$ cat src/rtl/pe_array_drain_pkg.sv
// Shared constants and FSM state type for the PE array result drain.
package pe_array_drain_pkg;

    localparam int unsigned PE_N         = 8;
    localparam int unsigned PE_ROWS      = 4;
    localparam int unsigned PE_COLS      = 4;
    localparam int unsigned PE_SHIFT_LAT = 1;

    typedef enum logic [1:0] {
        IDLE  = 2'd0,
        SHIFT = 2'd1,
        HOLD  = 2'd2,
        DONE  = 2'd3
    } drain_state_e;

endpackage

$ cat src/rtl/pe_array_drain_rowbuf.sv
// COLS x N capture buffer; one slot written per cycle, packed with column 0 in the low bits.
module pe_drain_rowbuf
    import pe_array_drain_pkg::*;
#(
    parameter int unsigned N      = PE_N,
    parameter int unsigned COLS   = PE_COLS,
    localparam int unsigned SLOT_W = (COLS > 1) ? $clog2(COLS) : 1
) (
    input  logic              clk_i,
    input  logic              rstn_i,
    input  logic              wr_en_i,
    input  logic [SLOT_W-1:0] wr_slot_i,
    input  logic [N-1:0]      wr_data_i,
    output logic [COLS*N-1:0] data_o
);

    logic [N-1:0] buf_q [COLS];

    always_ff @(posedge clk_i) begin
        if (!rstn_i) begin
            for (int unsigned i = 0; i < COLS; i++) begin
                buf_q[i] <= '0;
            end
        end else if (wr_en_i) begin
            buf_q[wr_slot_i] <= wr_data_i;
        end
    end

    always_comb begin
        data_o = '0;
        for (int unsigned i = 0; i < COLS; i++) begin
            data_o[i*N +: N] = buf_q[i];
        end
    end

endmodule

$ cat src/rtl/pe_array_drain.sv
// Drain controller for the systolic PE array: shifts each row out of column 3,
// reorders the elements into column order and hands the row downstream on valid/ready.
module pe_array_drain
    import pe_array_drain_pkg::*;
#(
    parameter int unsigned N         = PE_N,
    parameter int unsigned ROWS      = PE_ROWS,
    parameter int unsigned COLS      = PE_COLS,
    parameter int unsigned SHIFT_LAT = PE_SHIFT_LAT
) (
    input  logic              clk,
    input  logic              rstn,
    input  logic              start,
    output logic              busy,
    output logic              done,
    output logic [1:0]        row_out,
    output logic              OutputSign,
    input  logic [N-1:0]      output_row,
    output logic [COLS*N-1:0] res_data,
    output logic [1:0]        res_row,
    output logic              res_valid,
    input  logic              res_ready
);

    localparam int unsigned CNT_W  = $clog2(SHIFT_LAT + COLS + 1);
    localparam int unsigned SLOT_W = (COLS > 1) ? $clog2(COLS) : 1;

    localparam logic [CNT_W-1:0] CNT_OS_END    = CNT_W'(COLS);
    localparam logic [CNT_W-1:0] CNT_CAP_FIRST = CNT_W'(SHIFT_LAT);
    localparam logic [CNT_W-1:0] CNT_LAST      = CNT_W'(SHIFT_LAT + COLS - 1);
    localparam logic [1:0]       LAST_ROW      = 2'(ROWS - 1);

    drain_state_e      state_q, state_d;
    logic [1:0]        row_q, row_d;
    logic [CNT_W-1:0]  cnt_q, cnt_d;

    logic              wr_en;
    logic [SLOT_W-1:0] wr_slot;
    logic [COLS*N-1:0] buf_data;

    always_ff @(posedge clk) begin
        if (!rstn) begin
            state_q <= IDLE;
            row_q   <= '0;
            cnt_q   <= '0;
        end else begin
            state_q <= state_d;
            row_q   <= row_d;
            cnt_q   <= cnt_d;
        end
    end

    always_comb begin
        state_d    = state_q;
        row_d      = row_q;
        cnt_d      = cnt_q;
        busy       = 1'b0;
        done       = 1'b0;
        row_out    = '0;
        OutputSign = 1'b0;
        res_valid  = 1'b0;
        wr_en      = 1'b0;
        // Column 3 arrives first, so slot index counts down from the last capture cycle.
        wr_slot    = SLOT_W'(CNT_LAST - cnt_q);

        unique case (state_q)
            IDLE: begin
                if (start) begin
                    state_d = SHIFT;
                    row_d   = '0;
                    cnt_d   = '0;
                end
            end
            SHIFT: begin
                busy       = 1'b1;
                row_out    = row_q;
                OutputSign = (cnt_q < CNT_OS_END);
                wr_en      = (cnt_q >= CNT_CAP_FIRST);
                cnt_d      = cnt_q + 1'b1;
                if (cnt_q == CNT_LAST) begin
                    state_d = HOLD;
                    cnt_d   = '0;
                end
            end
            HOLD: begin
                busy      = 1'b1;
                row_out   = row_q;
                res_valid = 1'b1;
                if (res_ready) begin
                    if (row_q == LAST_ROW) begin
                        state_d = DONE;
                    end else begin
                        state_d = SHIFT;
                        row_d   = row_q + 1'b1;
                        cnt_d   = '0;
                    end
                end
            end
            DONE: begin
                done    = 1'b1;
                state_d = IDLE;
            end
            default: state_d = IDLE;
        endcase
    end

    pe_drain_rowbuf #(
        .N    (N),
        .COLS (COLS)
    ) u_rowbuf (
        .clk_i     (clk),
        .rstn_i    (rstn),
        .wr_en_i   (wr_en),
        .wr_slot_i (wr_slot),
        .wr_data_i (output_row),
        .data_o    (buf_data)
    );

    // Buffer is not written in HOLD, so gating by valid keeps data stable under backpressure.
    assign res_data = res_valid ? buf_data : '0;
    assign res_row  = res_valid ? row_q : '0;

endmodule

$ cat config.mk
export PLATFORM = sky130hd
export DESIGN_NAME = pe_array_drain
export DESIGN_NICKNAME = d
export VERILOG_FILES = /design/src/rtl/pe_array_drain_pkg.sv /design/src/rtl/pe_array_drain_rowbuf.sv /design/src/rtl/pe_array_drain.sv
export SDC_FILE = /design/constraint.sdc
export NUM_CORES = 1
export LEC_CHECK = 0
export ABC_AREA = 0
export CAP_MARGIN = 40
export CORE_MARGIN = 3
export CORE_UTILIZATION = 49
export DETAILED_ROUTE_END_ITERATION = 8
export PLACE_DENSITY = 0.88
export SLEW_MARGIN = 30
export SYNTH_ARGS = -nofsm -noshare
export SYNTH_HDL_FRONTEND = slang
export SYNTH_HIERARCHICAL = 1
export SYNTH_SLANG_ARGS = --single-unit
$ cat constraint.sdc
create_clock -name clk -period 2.6 [get_ports clk]
set_input_delay 0.65 -clock clk [delete_from_list [all_inputs] [get_ports clk]]
set_output_delay 0.65 -clock clk [all_outputs]
set_load 0.01 [all_outputs]
# [Yosys cells after proc, flatten, opt, wreduce, memory -nomap -nowiden]
# Memory sizes are Yosys's and may differ from the RTL's.
# Index checks and enable logic that the tools add are counted.
[totals] mem_bits_rw=32 reg_bits=7 elab_cells=55 output_inout_bits=40 input_bits=12 mem_count=1
[mem_list] name="u_rowbuf.buf_q" depth=4 width=8 rd=4 rd_ports_with_merged_regs=0 wr=4 line_no="pe_array_drain_rowbuf.sv:17" rtl="logic [N-1:0] buf_q [COLS];"
[op_classes] muxes=29 reduce_logical=8 n_eq_ne=9 magnitude_cmp=2 n_addsub=3
[ops] operator="$mux W32" count=1
[ops] operator="$mux W2" count=10
[ops] operator="$mux W3" count=4
[ops] operator="$mux W1" count=10
[ops] operator="$pmux W3 S3" count=1
[ops] operator="$mux W8" count=1
[ops] operator="$ne A2 B2 Y1 const B" count=4
[ops] operator="$pmux W2 S4" count=1
[ops] operator="$reduce_and A4 Y1" count=2
[ops] operator="$reduce_or A8 Y1" count=1
[ops] operator="$eq A2 B2 Y1 const B" count=3
[ops] operator="$pmux W2 S2" count=1
[ops] operator="$add A3 B1 Y3 const B" count=1
[ops] operator="$eq A3 B3 Y1 const B" count=1
[ops] operator="$ge A3 B1 Y1 const B" count=1
[ops] operator="$lt A3 B3 Y1 const B" count=1
[ops] operator="$reduce_and A3 Y1" count=1
[ops] operator="$reduce_bool A3 Y1" count=1
[ops] operator="$add A2 B1 Y2 const B" count=1
[ops] operator="$eq A2 B1 Y1 const B" count=1
[ops] operator="$logic_not A2 Y1" count=1
[ops] operator="$reduce_bool A2 Y1" count=1
[ops] operator="$reduce_or A2 Y1" count=1
[ops] operator="$sub A1 B2 Y2 const A" count=1

# [Depth between registers and ports, before layout]
[depth] ltp_word=7 depth_mapped=7 depth_no_buf=6

# [Hierarchy]
# Netlist, hierarchy kept.
[by_module_without_submodules] module="pe_drain_rowbuf" cells_per_inst=85 area_each_um2=1278.7 seq_area_each_um2=960.9 instances=1
[by_module_without_submodules] module="pe_array_drain" cells_per_inst=92 area_each_um2=752.0 seq_area_each_um2=140.1 instances=1

# [Worst setup path after synthesis]
# No wires, ideal clock.
[synth_timing] kind="register -> register" start="register cnt_q[0]" end="memory u_rowbuf/buf_q[0][0] (netlist bit), enable pin" setup_ps=387 path_slack_ps=594 arrival_ps=1620 path_stages_with_launch=5 n_path_buf=1 period_less_slack_ps=2006 required_ps=2213 path_cell_list="dfxtp_1 > inv_1 > ha_1 > buf_6 > o31ai_1"
[synth_lines] item="from (decl)" line_no="pe_array_drain.sv:35" rtl="logic [CNT_W-1:0] cnt_q, cnt_d;"
[synth_lines] item="from (signal assigned)" line_no="pe_array_drain.sv:49" rtl="cnt_q <= cnt_d;"
[synth_lines] item="to (decl)" line_no="pe_array_drain_rowbuf.sv:17"

# [Worst setup path after layout]
[layout_timing] start="register state_q[0]" end="output port res_data[7]"
[layout_between] elab_chain_len=3
[layout_rtl] item="from (decl)" line_no="pe_array_drain.sv:33" rtl="drain_state_e state_q, state_d;"
[layout_rtl] item="from (signal assigned)" line_no="pe_array_drain.sv:47" rtl="state_q <= state_d;"
[layout_rtl] item="$eq A2 B2 Y1" line_no="pe_array_drain.sv:66" rtl="unique case (state_q)"
[layout_rtl] item="$mux W1" line_no="pe_array_drain.sv:66"
[layout_rtl] item="$mux W32" line_no="pe_array_drain.sv:120" rtl="assign res_data = res_valid ? buf_data : '0;"
[layout_rtl] item="to (decl)" line_no="pe_array_drain.sv:19" rtl="output logic [COLS*N-1:0] res_data,"
# Every way passes these cells.

==> run summary <==
CP max FO: 19
leakage dissipation: 1.09 nW
fmax: 0.395 GHz
routed vias: 1499
Vias/cell: 5.30
max-cap check violation count: 0
CP arrival: 1.88 ns
worst slew pin tran: 0.714 ns
# diodes: 0
Max-slew headroom: 52.1%
worst min path class: flop to flop
Worst Skew: 0.00343 ns
Avg Inst Size Synth: 11.5 um2
status: finished clean
Nets: 256
initial antenna violation count: 0
port bufs: 51
clk sinks: 39
main flop type after synthesis: edfxtp_1
Post-Place Setup Slack: 0.382 ns
cts repair resizes: 0
CP Launch Type: flop
1st-iter DRT viols: 112
wire length per cell: 14.4 um
Power Dens Cells: 670 nW/um2
hold_buf cts: 0
vias in the first global route: 1441
root buf cell: clkbuf_8
Worst-path clk slew: 0.07 ns
TritonCTS Buffers: 5
CTS H-tree lvls: 2
Net Count, Synth: 198
WL final: 4070 um
Area Overhead vs Synth: 34.2%
share of cells above drive strength 1: 10.2%
main area contributors after synthesis: edfxtp_1 (47%), and2_1 (13%), dfxtp_1 (6.9%)
drt first pass iters: 4
register area share after synthesis: 54.2%
async set-reset flop share out of synthesis: 0%
worst path required time: 1.95 ns
top-level port count: 52
Final Hold Vio Count: 0
setup violators final: 0
period utilization: 97.3%
FP Rows: 22
Inst Count DP: 275
Final HPWL DP: 2990 um
antenna-violating nets left: 0
Die H: 70.4 um
max-slew violation count: 0
Overflow after GRT: 0
Skew-Pair Late Insertion Delay: 0.28 ns
EDFF count, synth: 32
synth unique cells: 34
RSZ-0062 raised after global routing: yes
WS Path Type: flop to primary output
count of state elements after synthesis: 39
maximum VDD drop: 0.000470 V
area of the core: 3830 um2
setup slack after layout: 0.0698 ns
Tot GR Track Use: 16.9%
DRC Markers: 0
gpl congestion: 0.838
largest net degree at the start of global routing: 39
top cell type's share of synthesized area: 47.3%
CTS Buffer Depth: 2
Post-CTS Setup Inserts: 0
post-layout instance count excluding filler cells: 283
synthesized instance count: 177
Register-to-Register Setup Slack: 0.70 ns
global-route wire length before repair: 6580 um
CTS tree: done
synth warn: 6
CP Capture Type: primary output
crit path time final: 2.53 ns
synthesized area: 2030 um2
area leader, netlist: edfxtp_1
starting density of the core: 53.1%
Die ar.: 4950 um2
width of the die: 70.4 um
==> worst max-delay path, cell delays in order, from the launching register on <==
cell and delay, ns:
dfxtp_1 0.35, inv_1 0.13, ha_2 0.26, clkbuf_16 0.20, and2_1 0.13, clkdlybuf4s50_1 0.53
==> path summary, 6_finish.rpt <==
path	cells after the start	end	start
worst min register to register	2	row_q[1]	row_q[1]
worst min-delay path	2	row_q[1]	row_q[1]
worst max-delay path	5	res_data[7]	state_q[0]
worst max register to register	5	u_rowbuf/buf_q[0][0]	state_q[1]
==> stage by stage <==
step	util (%)	total power [W]	TNS (ns)	hold slack, ns	instance area [um2]
finish	71.2	0.00183	0	0.501	2730
global route	71.2	0.00194	-0.370	0.546	2730
CTS	70.5	0.00181	0	0.506	2700
detailed placement	68.5	0.00144	0	0.495	2620
global placement	68.3	0.00142	0	0.483	2620
floorplan	-	0.00118	0	0.457	2030
==> placed cells by master, fill, tap and decap left out, types with 7 or more instances in the layout <==
cell type and instances:
buf_4 7, edfxtp_1 32, clkdlybuf4s50_1 51, dfxtp_1 7, ha_1 8, inv_1 9
and2_1 42, and3_1 15, nor2_1 10
==> metal layers <==
metal / global-route usage (%) / up-vias / wire [um]
li1: - / 730 / -
met1: 18.5 / 687 / 1570
met2: 29.9 / 71 / 2110
met3: 4.17 / 11 / 296
met4: 8.51 / 0 / 90
met5: 0 / - / 0
==> logic make-up (layout without fill, tap and decap cells) <==
logic type / count (synthesis) / count (layout) / share of synthesized area, %
adder cells (fa/ha/maj): 9 / 9 / 5.55
buffers and inverters: 18 / 76 / 4.56
flip-flops: 39 / 39 / 54.2
multiplexers: 1 / 1 / 0.554
AND/OR/NAND/NOR: 94 / 94 / 27.9
AO/OA/AOI/OAI: 16 / 16 / 7.27
==> cell usage after synthesis (2+ instances only) <==
cell	instances
edfxtp_1	32
dfxtp_1	7
clkbuf_1	3
buf_2	2
and2_1	42
a2111oi_4	2
ha_1	9
inv_1	9
buf_6	2
buf_4	2
o21ai_0	5
a21oi_1	3
nor2_1	10
nand2b_1	2
nand2_1	6
and3_1	15
nand3_1	4
nor3_1	6
==> flip-flops by register name, summed over array words and instances, names as in the netlist <==
signal,count
row_q,2
cnt_q,3
u_rowbuf/buf_q,32
state_q,2
==> cell type report <==
class	instances	area, um2
Clock inverter	2	8.76
Clock buffer	5	68.8
Inverter	9	33.8
Tap cell	48	60.1
Multi-Input combinational cell	120	845
Sequential cell	39	1100
Timing Repair Buffer	60	608
Fill cell	286	1100
==> power by group <==
part           internal (W)  switching [W]  total, W
Clock              0.000178       0.000191  0.000369
Sequential         0.000722      0.0000304  0.000753
Combinational      0.000352       0.000354  0.000706
(Power assumes the default switching activity.)
